--- src/rtl/loader_pkg.sv ---
// Shared types and constants for the serial instruction-memory loader.
package loader_pkg;

    typedef enum logic [2:0] {
        S_IDLE,
        S_RECV,
        S_WRITE,
        S_CHECK,
        S_DONE,
        S_ERR
    } loader_state_t;

    localparam int BYTES_PER_WORD = 4;

endpackage

--- src/rtl/word_assembler.sv ---
// Collects four serial bytes into a little-endian 32-bit word.
module word_assembler
    import loader_pkg::*;
(
    input  logic        i_clk,
    input  logic        i_rst,
    input  logic        i_clear,
    input  logic        i_accept,
    input  logic [7:0]  i_byte,
    output logic [31:0] o_word,
    output logic        o_word_done
);

    logic [7:0] r_lane [BYTES_PER_WORD];
    logic [1:0] r_byte_idx;

    // Bytes enter at the top lane and shift down, so the first byte ends in lane 0.
    genvar gi;
    generate
        for (gi = 0; gi < BYTES_PER_WORD; gi++) begin : g_lane
            always_ff @(posedge i_clk) begin
                if (i_rst || i_clear) begin
                    r_lane[gi] <= 8'd0;
                end else if (i_accept) begin
                    if (gi == BYTES_PER_WORD - 1) begin
                        r_lane[gi] <= i_byte;
                    end else begin
                        r_lane[gi] <= r_lane[gi + 1];
                    end
                end
            end
            assign o_word[gi*8 +: 8] = r_lane[gi];
        end
    endgenerate

    always_ff @(posedge i_clk) begin
        if (i_rst || i_clear) begin
            r_byte_idx <= 2'd0;
        end else if (i_accept) begin
            r_byte_idx <= r_byte_idx + 2'd1;
        end
    end

    assign o_word_done = i_accept && (r_byte_idx == 2'(BYTES_PER_WORD - 1));

endmodule

--- src/rtl/prog_loader.sv ---
// Serial-byte program loader: fills instruction memory, verifies an XOR checksum,
// and holds the core in reset until a session completes cleanly.
module prog_loader
    import loader_pkg::*;
#(
    parameter logic [31:0] BASE_ADDR = 32'h0000_0000,
    parameter int          MAX_WORDS = 256
) (
    input  logic        i_clk,
    input  logic        i_rst,
    input  logic        i_start,
    input  logic [15:0] i_word_count,
    input  logic        i_byte_valid,
    input  logic [7:0]  i_byte,
    output logic        o_byte_ready,
    output logic        o_imem_we,
    output logic [31:0] o_imem_addr,
    output logic [31:0] o_imem_wdata,
    output logic        o_cpu_rst,
    output logic        o_busy,
    output logic        o_done,
    output logic        o_err
);

    loader_state_t r_state;
    loader_state_t w_state_next;
    logic [15:0]   r_count;
    logic [15:0]   r_word_idx;
    logic [7:0]    r_csum;

    logic w_start_ok;
    logic w_count_ok;
    logic w_byte_xfer;
    logic w_word_done;
    logic w_last_word;
    logic w_asm_accept;

    assign w_start_ok   = i_start && (r_state == S_IDLE || r_state == S_DONE || r_state == S_ERR);
    assign w_count_ok   = (i_word_count != 16'd0) && (int'(i_word_count) <= MAX_WORDS);
    assign w_byte_xfer  = i_byte_valid && o_byte_ready;
    assign w_asm_accept = w_byte_xfer && (r_state == S_RECV);
    assign w_last_word  = ({1'b0, r_word_idx} + 17'd1) >= {1'b0, r_count};

    word_assembler u_asm (
        .i_clk       (i_clk),
        .i_rst       (i_rst),
        .i_clear     (w_start_ok),
        .i_accept    (w_asm_accept),
        .i_byte      (i_byte),
        .o_word      (o_imem_wdata),
        .o_word_done (w_word_done)
    );

    always_ff @(posedge i_clk) begin
        if (i_rst) begin
            r_state <= S_IDLE;
        end else begin
            r_state <= w_state_next;
        end
    end

    always_comb begin
        w_state_next = r_state;
        o_byte_ready = 1'b0;
        o_imem_we    = 1'b0;
        o_busy       = 1'b0;
        o_done       = 1'b0;
        o_err        = 1'b0;
        o_cpu_rst    = 1'b1;

        case (r_state)
            S_RECV: begin
                o_byte_ready = 1'b1;
                o_busy       = 1'b1;
                if (w_word_done) begin
                    w_state_next = S_WRITE;
                end
            end
            S_WRITE: begin
                o_imem_we    = 1'b1;
                o_busy       = 1'b1;
                w_state_next = w_last_word ? S_CHECK : S_RECV;
            end
            S_CHECK: begin
                o_byte_ready = 1'b1;
                o_busy       = 1'b1;
                if (w_byte_xfer) begin
                    w_state_next = (i_byte == r_csum) ? S_DONE : S_ERR;
                end
            end
            S_DONE: begin
                o_done    = 1'b1;
                o_cpu_rst = 1'b0;
            end
            S_ERR: begin
                o_err = 1'b1;
            end
            default: ;
        endcase

        // A start request only reaches here from IDLE, DONE or ERR.
        if (w_start_ok) begin
            w_state_next = w_count_ok ? S_RECV : S_ERR;
        end
    end

    always_ff @(posedge i_clk) begin
        if (i_rst) begin
            r_count    <= 16'd0;
            r_word_idx <= 16'd0;
            r_csum     <= 8'd0;
        end else if (w_start_ok) begin
            r_count    <= i_word_count;
            r_word_idx <= 16'd0;
            r_csum     <= 8'd0;
        end else begin
            if (w_asm_accept) begin
                r_csum <= r_csum ^ i_byte;
            end
            if (r_state == S_WRITE && !w_last_word) begin
                r_word_idx <= r_word_idx + 16'd1;
            end
        end
    end

    assign o_imem_addr = BASE_ADDR + {14'd0, r_word_idx, 2'b00};

endmodule
--- config.mk ---
export PLATFORM = sky130hd
export DESIGN_NAME = prog_loader
export DESIGN_NICKNAME = d
export VERILOG_FILES = /design/src/rtl/loader_pkg.sv /design/src/rtl/word_assembler.sv /design/src/rtl/prog_loader.sv
export SDC_FILE = /design/constraint.sdc
export NUM_CORES = 1
export LEC_CHECK = 0
export CAP_MARGIN = 5
export CORE_MARGIN = 2
export CORE_UTILIZATION = 49
export CTS_CLUSTER_DIAMETER = 200
export DETAILED_ROUTE_END_ITERATION = 6
export PLACE_DENSITY = 0.8
export SETUP_SLACK_MARGIN = 0.5
export SYNTH_ARGS = -nofsm -noshare
export SYNTH_HDL_FRONTEND = slang
export SYNTH_SLANG_ARGS = --single-unit
--- constraint.sdc ---
create_clock -name i_clk -period 3.6 [get_ports i_clk]
set_input_delay 0.54 -clock i_clk [delete_from_list [all_inputs] [get_ports i_clk]]
set_output_delay 0.54 -clock i_clk [all_outputs]
set_load 0.02 [all_outputs]
==> impl_metrics.toml, run 1 <==
[run_status]
status = "finished, final reports clean"

[synthesis]
synth_compound_area_frac = 0.09722
ys_ff_latch = 77
synth_fa_ha_area_frac = 0.05756
synthMuxAreaShare = 0.002558
yosysWarnings = 0
ys_seq_area_frac = 0.4759
synth_area_leaders = "edfxtp_1, dfxtp_1, ha_1"
synth_xor_area_frac = 0.07387
syn_inst = 414
synth_top_family_by_area = "simple AND/OR/NAND/NOR gates"
post-synth-top-area-cell = "edfxtp_1"
syn_avg_cell_area_um2 = 9.450
synth-simple-area-share = 0.2098
syn_area_mm2 = 0.003913
synth_cell_types = 45
synth_top_area_frac = 0.2456

[pwr]
intPower_uw = 1395
power.density_mw_per_mm2 = 368.5
irDropWorstVdd_uv = 247.7
pwr-share-comb = 0.148
swShare = 0.2760
p_clk_frac = 0.348
p_total_uw = 1927
seqPwrFrac = 0.504
cellLeakagePower_uw = 0.002067
p_switching_uw = 531.7

[sta]
hold_viol_final = 0
layout_setup_ws_ns = 0.3616
period_minus_slack_ns = 3.238
maxSlewViolCount = 0
setup_violations = 0
rsz0062_at_grt = "yes"
max_freq_mhz = 308.8
fin_crit_sh = 0.8995
setup_tns_ns = 0
skew_ns = 0.006384

[finish]
filler_cell_count = 568
diodes = 0
fin_nets = 548
layout.area.seq_mm2 = 0.001877
drive_gt1_frac = 0.1460
layout_common_cells = "clkdlybuf4s50_1, nand2_1, dfxtp_1, and3_1, edfxtp_1"
fin_area_mm2 = 0.005229
multi_input_area_mm2 = 0.001951
final_common_cell = "clkdlybuf4s50_1"
area_growth_pct = 33.64
final_core_util = 0.6767

[clock_network]
cts-root-buf = "clkbuf_8"
clock_latency_ns = 0.36
clock_path_buffers = 2
clk_pin_slew_ns = 0.08
ctsHoldBuffers = 0
cts_tree = "done"
htree_levels = 3
clock-sinks = 77
cts_buffers = 9

[routing]
post_drt_wl_per_cell_um = 15.00
drc = 0
vias = 3265
final_antenna_net_count = 0
dr.first_iter.drc_count = 209
via_per_inst = 5.361
firstDrtPassIters = 5
drt-total-wl_mm = 9.132

[worst_hold_path]
hold_path.startpoint = "r_count[12]"
hold_path_class = "reg2reg"

[place]
placed_cell_area_mm2 = 0.004746
routabilityCongestion = 0.9127
dp_worst_setup_slack_ns = 0.1373
dpl.hpwl_mm = 5.919
port_buffers = 81

[global_routing]
antenna_found_initial = 0
grt_pass1_wl_mm = 13.80
grt_usage = 0.1999
grt_overflow = 0
grt_max_degree = 44
grt_pass1_vias = 3017

[worst_setup_path]
critical_path.endpoint_type = "flip-flop"
crit_fanout = 7
critPathKind = "reg2reg"
required_ns = 3.84
startpoint_type = "flip-flop"
r2r_slack_ns = 0.36
r2r-start = "r_word_idx[0]"
cp.arrival_ns = 3.48
cp-startpoint = "r_word_idx[0]"

[die]
num_rows = 32
chipWidth_um = 93.36
design.die.area_mm2 = 0.008715
ios = 98
dieHeight_um = 93.36
fp.coreArea_mm2 = 0.007727
start_util = 0.5063

[run]
maxCapViolations = 0
critical path: stages (launching register included):
cell and delay [ns]:
dfxtp_4 0.40, ha_4 0.16, nand3_2 0.12, inv_1 0.07
nand3_1 0.15, xnor2_1 0.20, ha_1 0.33, nand4_1 0.21
nor3_2 0.37, a2111oi_4 0.10, o311ai_4 0.49, buf_6 0.20
buf_12 0.11, xor2_1 0.16, nor2_1 0.06
layer usage:
| layer | share of wire | track usage | up-vias | wire length, um |
|---|---|---|---|---|
| met4 | 0.026 | 0.08333 | 0 | 238 |
| met3 | 0.047 | 0.04674 | 25 | 431 |
| met2 | 0.48 | 0.3183 | 121 | 4368 |
| met5 | 0 | 0 | - | 0 |
| li1 | - | - | 1588 | - |
| met1 | 0.45 | 0.2618 | 1531 | 4094 |
path summary, 6_finish.rpt:
path / cells past startpoint / end
min: 2 / r_count[12]
min reg2reg: 2 / r_count[12]
max: 14 / r_word_idx[0]
max reg2reg: 14 / r_word_idx[0]
Yosys cell counts (all sizes together):
cell type	instances
a22oi	1
o41ai	1
nor3	4
or2	1
a2111oi	1
nand2	46
and4	1
a311oi	2
edfxtp	32
nor4b	1
dfxtp	45
o21ai	20
a21oi	35
a211oi	3
buf	24
nor2b	1
nor2	20
nor4	5
o311ai	1
or3b	1
inv	24
conb	1
nor3b	3
nand3	12
mux2i	1
nand2b	2
o21a	1
or3	17
ha	18
nand4	7
dlymetal6s2s	1
a31oi	1
a211o	1
clkbuf	14
xnor2	14
xor2	19
and3	33
timing repair:
action	CTS	global route
setup endpoints to repair	17	17
pin swaps	7	18
gates resized for setup	18	21
setup buffers	4	8
cloned	1	0
power groups by stage:
| stage | sequential [uW] | clock [uW] | combinational (uW) |
|---|---|---|---|
| detailed placement | 993 | 0 | 268 |
| CTS | 971 | 676 | 274 |
| finish | 971 | 671 | 285 |
| global placement | 990 | 0 | 264 |
| global route | 976 | 718 | 307 |
| floorplan | 1020 | 0 | 129 |
layout make-up:
| cell class | count | area share |
|---|---|---|
| timing repair buffer | 101 | 0.1871 |
| clock buffer | 9 | 0.02369 |
| clock inverter | 7 | 0.01555 |
| multi-input combinational | 289 | 0.3731 |
| tap | 102 | 0.02441 |
| inverter | 24 | 0.01723 |
| sequential | 77 | 0.3589 |
cells by family after synthesis:
| kind of cell | Yosys count |
|---|---|
| fa+ha+maj | 18 |
| mux | 1 |
| simple gates | 154 |
| buf+inv | 63 |
| flops | 77 |
| other cells | 1 |
| xor+xnor | 33 |
| compound gates | 67 |
sequential cells by signal, indices dropped and copies added, names as in the netlist:
register and cells:
r_csum 8, u_asm.r_byte_idx 2, r_count 16, u_asm.r_lane 32
r_word_idx 16, r_state 3
stage by stage:
| stage | hold slack [ns] | instances |
|---|---|---|
| after floorplan | 0.4363 | 429 |
| after global placement | 0.4440 | 580 |
| after detailed placement | 0.4482 | 580 |
| after CTS | 0.4599 | 601 |
| after global routing | 0.4808 | 609 |
| final | 0.4583 | 609 |
Note: power is estimated with default switching activity, not from simulation.
==> run 2, diff against run 1 <==
--- a/config.mk
+++ b/config.mk
@@ -7,11 +7,12 @@
 export LEC_CHECK = 0
 export CAP_MARGIN = 5
 export CORE_MARGIN = 2
-export CORE_UTILIZATION = 49
+export CORE_UTILIZATION = 50
 export CTS_CLUSTER_DIAMETER = 200
 export DETAILED_ROUTE_END_ITERATION = 6
-export PLACE_DENSITY = 0.8
+export PLACE_DENSITY = 0.81
 export SETUP_SLACK_MARGIN = 0.5
 export SYNTH_ARGS = -nofsm -noshare
 export SYNTH_HDL_FRONTEND = slang
+export SYNTH_HIERARCHICAL = 1
 export SYNTH_SLANG_ARGS = --single-unit
==> run 2 against run 1 <==
Worst setup slack better by 0.084 ns. Clock skew rose by 0.0052 ns. Global-route usage grew 2.2 points. Synthesized area grew 3.3%. Register-to-register slack better by 0.08 ns. Maximum frequency grew 2.7%. Critical path depth decreased by 3. First-iteration DRC count grew 42%.
==> impl_metrics.toml, run 2 <==
[synthesis]
synth_edf_count = 32
syn_avg_cell_area_um2 = 9.506
synth_area_leaders = "edfxtp_1, dfxtp_1, ha_1"
post-synth-top-area-cell = "edfxtp_1"
yosysWarnings = 6
synth_top_area_frac = 0.2378
synth.most_common_cell = "nand2_1"
yosys-top-cells-count = "nand2_1, dfxtp_1, a21oi_1"
ys_ff_latch = 77
syn_area_mm2 = 0.004040
synth_flop_cell = "dfxtp_1"
syn_inst = 425
synth_cell_types = 49
async_flop_share = 0
ys_seq_area_frac = 0.4608

[sta]
setup_tns_ns = 0
skew_ns = 0.01154
max_freq_mhz = 317.0
rsz0062_at_grt = "yes"
whs_ns = 0.4577
period_minus_slack_ns = 3.155
fin_crit_sh = 0.8763
tightest_slew_ns = 1.082
setup_violations = 0
hold_viol_final = 0
slew_headroom = 0.2760
maxSlewViolCount = 0

[die]
num_rows = 32
dieHeight_um = 93.89
ios = 98
fp.coreArea_mm2 = 0.007767
design.die.area_mm2 = 0.008815
start_util = 0.5201
chipWidth_um = 93.89

[pwr]
power.density_mw_per_mm2 = 349.3
cellLeakagePower_uw = 0.002059
irDropWorstVdd_uv = 242.7

[global_routing]
globalRoute.busiestLayer = "met2"
antenna_found_initial = 0
grt_overflow = 0
grt_pass1_wl_mm = 15.23
grtUsageMet3 = 0.06100
grt_max_degree = 33
met1_usage = 0.2940
grt_pass1_vias = 3166
grt_usage = 0.2215
met2_usage = 0.3536

[clock_network]
cts_tree = "done"
clk_pin_slew_ns = 0.08
cts_buffers = 9
htree_levels = 3
clock_latency_ns = 0.36
cts-root-buf = "clkbuf_8"
clock_path_buffers = 2
clock-sinks = 77

[finish]
filler_cell_count = 565
largest_reg_flops = 32
final_common_cell = "clkdlybuf4s50_1"
layout.area.seq_mm2 = 0.001883
top_regs = "u_asm/r_lane (32), r_count (16), r_word_idx (16)"
layout_common_cells = "clkdlybuf4s50_1, nand2_1, dfxtp_1, a21oi_1, edfxtp_1"
area_growth_pct = 33.54
diodes = 0
fin_nets = 570
regMostFlops = "u_asm/r_lane"
multi_input_area_mm2 = 0.002131
finalNonFillerCells = 631
drive_gt1_frac = 0.1834
final_core_util = 0.6946

[routing]
firstDrtPassIters = 5
final_antenna_net_count = 0
via_per_inst = 5.472
post_drt_wl_per_cell_um = 15.79
dr.first_iter.drc_count = 296
vias = 3453
drt-total-wl_mm = 9.965
drc = 0

[place]
dp_cells = 595
routabilityCongestion = 0.8380
dpl.hpwl_mm = 6.356
port_buffers = 81

[worst_setup_path]
critical_path.endpoint_type = "flip-flop"
required_ns = 3.87
cp.arrival_ns = 3.43
critPathKind = "reg2reg"
startpoint_type = "flip-flop"
crit_fanout = 8

[run]
maxCapViolations = 0

[run_status]
status = "finished, final reports clean"

[worst_hold_path]
hold_path_class = "reg2reg"
[run 2: stage by stage]
stage | total power [uW] | setup WS (ns) | area, um^2
after CTS | 1872 | 0.5125 | 5233
after detailed placement | 1258 | 0.2086 | 4922
after global placement | 1249 | 0.3300 | 4922
after floorplan | 1147 | 0.5038 | 4139
final | 1885 | 0.4455 | 5395
after global routing | 1964 | 0.3708 | 5395
[run 2: power by group]
part | leakage [uW] | switching, uW | internal [uW]
Clock | 0.0000963 | 349 | 261
Combinational | 0.00124 | 176 | 130
Sequential | 0.000725 | 21.5 | 946
Total | 0.00206 | 546 | 1340
[run 2: repair_timing]
item | 4_1_cts | 5_1_grt
cloned | 1 | 0
buffers inserted | 10 | 9
hold buffers | 0 | 0
endpoints found under the setup margin | 17 | 17
pin swaps | 3 | 17
resized for setup | 7 | 24
[run 2: final cells by class]
cell class	count	area share
Tap cell	102	0.02365
Multi-Input combinational cell	311	0.3949
Clock inverter	7	0.01044
Inverter	20	0.01391
Sequential cell	77	0.3490
Clock buffer	9	0.02296
Timing Repair Buffer	105	0.1851
[run 2: kinds of logic (layout without fill, tap and decap cells)]
logic type | after synthesis | in the layout | share of synthesized area
AND/OR/NAND/NOR | 172 | 172 | 0.2397
flip-flops | 77 | 77 | 0.4608
AO/OA/AOI/OAI | 70 | 71 | 0.1028
buffers and inverters | 53 | 141 | 0.06565
XOR/XNOR | 32 | 32 | 0.06937
adder cells (fa/ha/maj) | 18 | 18 | 0.05575
multiplexers | 2 | 2 | 0.004955
other | 1 | 16 | 0.0009282
[run 2: critical path, stage by stage (launching register included)]
cell and delay [ns]:
dfxtp_4 0.39, and4_4 0.24, nand4_4 0.13, or4_4 0.48, xnor2_2 0.16, ha_1 0.33
o21a_1 0.21, o21ai_4 0.17, o211a_4 0.23, o31ai_4 0.13, or4_1 0.43, a21oi_1 0.16
[run 2: worst paths after layout]
| path | end | slack, ns | startpoint | cells after the start |
|---|---|---|---|---|
| max | r_word_idx[5] | 0.45 | r_word_idx[2] | 11 |
| min | r_count[12] | 0.46 | r_count[12] | 2 |
| max reg2reg | r_word_idx[5] | 0.45 | r_word_idx[2] | 11 |
| min reg2reg | r_count[12] | 0.46 | r_count[12] | 2 |
[run 2: layer usage]
layer | share of wire | vias to the layer above
met2 | 0.49 | 147
met4 | 0.019 | 0
li1 | - | 1654
met1 | 0.43 | 1633
met5 | 0 | -
met3 | 0.066 | 19
==> run 3, diff against run 2 <==
--- a/config.mk
+++ b/config.mk
@@ -8,10 +8,9 @@
 export CAP_MARGIN = 5
 export CORE_MARGIN = 2
 export CORE_UTILIZATION = 50
-export CTS_CLUSTER_DIAMETER = 200
 export DETAILED_ROUTE_END_ITERATION = 6
 export PLACE_DENSITY = 0.81
-export SETUP_SLACK_MARGIN = 0.5
+export SETUP_SLACK_MARGIN = 0.3
 export SYNTH_ARGS = -nofsm -noshare
 export SYNTH_HDL_FRONTEND = slang
 export SYNTH_HIERARCHICAL = 1
==> run 3 against run 2 <==
Clock power is 12% higher. Worst setup slack lost 0.31 ns. Register-to-register slack worse by 0.31 ns. First-iteration DRC count is 27% higher. Routed wire length rose by 6.8%. Utilization grew 0.11 points. Critical path type unchanged. Largest power group unchanged. Highest routed layer unchanged.
==> impl_metrics.toml, run 3 (synthesis gave the netlist of run 2 again) <==
[worst_setup_path]
critical_path.endpoint_type = "flip-flop"
critPathKind = "reg2reg"
startpoint_type = "flip-flop"
crit_fanout = 7
required_ns = 3.87
cp.arrival_ns = 3.73
ff2ff_path_depth = 12

[pwr]
cellLeakagePower_uw = 0.002051
power.density_mw_per_mm2 = 363.7
irDropWorstVdd_uv = 228.9
p_switching_uw = 555.6
seqPwrFrac = 0.493
p_total_uw = 1966
swShare = 0.2827
pwr-share-comb = 0.159
p_clk_frac = 0.348
intPower_uw = 1410

[sta]
rsz0062_at_grt = "yes"
fin_crit_sh = 0.9623
slew_headroom = 0.2587
skew_ns = 0.01560
setup_tns_ns = 0
setup_violations = 0
tightest_slew_ns = 1.108
maxSlewViolCount = 0
hold_viol_final = 0
period_minus_slack_ns = 3.464
max_freq_mhz = 288.7
layout_setup_ws_ns = 0.1359

[worst_hold_path]
hold_path_class = "reg2reg"
hold_path_depth = 2

[run]
maxCapViolations = 0

[finish]
layout_common_cells = "clkdlybuf4s50_1, nand2_1, dfxtp_1, edfxtp_1, a21oi_1"
final_common_cell = "clkdlybuf4s50_1"
top_regs = "u_asm/r_lane (32), r_count (16), r_word_idx (16)"
diodes = 0
fin_nets = 570
largest_reg_flops = 32
regMostFlops = "u_asm/r_lane"
drive_gt1_frac = 0.1777
area_growth_pct = 33.76

[clock_network]
clock-sinks = 77
clock_latency_ns = 0.36
clock_path_buffers = 2
htree_levels = 3
cts_tree = "done"
cts-root-buf = "clkbuf_8"
clk_pin_slew_ns = 0.09
cts_buffers = 9

[global_routing]
antenna_found_initial = 0
grt_overflow = 0
grt_pass1_wl_mm = 15.14
grt_pass1_vias = 3206
grt_max_degree = 33
grt_usage = 0.2192

[die]
design.die.area_mm2 = 0.008815
dieHeight_um = 93.89
start_util = 0.5201
ios = 98
chipWidth_um = 93.89
num_rows = 32
fp.coreArea_mm2 = 0.007767

[routing]
vias = 3534
drc = 0
drt-total-wl_mm = 10.65
final_antenna_net_count = 0
post_drt_wl_per_cell_um = 16.87
dr.first_iter.drc_count = 375
firstDrtPassIters = 5
via_per_inst = 5.601

[place]
dpl.hpwl_mm = 6.637
dp_worst_setup_slack_ns = 0.03136
port_buffers = 81
routabilityCongestion = 0.8585

[run_status]
status = "finished, final reports clean"
[run 3: final timing paths]
path / startpoint / endpoint / slack [ns]
max: r_word_idx[3] / r_word_idx[8] / 0.14
min: r_count[12] / r_count[12] / 0.46
max reg2reg: r_word_idx[3] / r_word_idx[8] / 0.14
min reg2reg: r_count[12] / r_count[12] / 0.46
[run 3: repair_timing]
item	CTS	global route
pin swaps	1	15
hold buffers	0	0
gates cloned	0	4
buffers inserted	0	13
setup endpoints to repair	14	17
resized for setup	9	34
[run 3: cell type report]
type                       instances  area, um^2
timing repair buffer             105       999.7
tap                              102       127.6
clock inverter                     7       77.57
clock buffer                       9       123.9
inverter                          20       75.07
multi-input combinational        311        2123
fill                             567        2364
sequential                        77        1877
[run 3: layer usage]
metal,wire length [um],GRT usage,vias up
li1,-,-,1654
met1,4149,0.2760,1635
met2,5357,0.3786,209
met3,790,0.04494,36
met4,348,0.06643,0
met5,0,0,-
[run 3: critical path, stage by stage, from the launching register on]
cell	delay [ns]
dfxtp_4	0.39
and4_4	0.24
nand4_4	0.14
or4_4	0.60
xnor2_2	0.15
ha_1	0.32
o21a_1	0.25
o21ai_4	0.27
o211a_4	0.23
buf_6	0.14
nand3_1	0.12
or3_1	0.34
a21oi_1	0.20
[run 3: through the flow]
stage / instance area (um^2) / util / hold WS [ns] / std cells
5_1_grt: 5404 / 0.6957 / 0.4801 / 631
2_1_floorplan: 4101 / - / 0.4363 / 440
3_5_place_dp: 4910 / 0.6321 / 0.4467 / 598
6_report: 5404 / 0.6957 / 0.4622 / 631
3_3_place_gp: 4910 / 0.6321 / 0.4444 / 598
4_1_cts: 5145 / 0.6624 / 0.4604 / 614
[run 3: power groups by stage]
stage | Sequential, uW | Clock [uW] | Combinational, uW
5_1_grt | 974 | 727 | 331
6_report | 968 | 685 | 312
3_5_place_dp | 992 | 0 | 266
3_3_place_gp | 988 | 0 | 259
2_1_floorplan | 1020 | 0 | 126
4_1_cts | 970 | 686 | 273
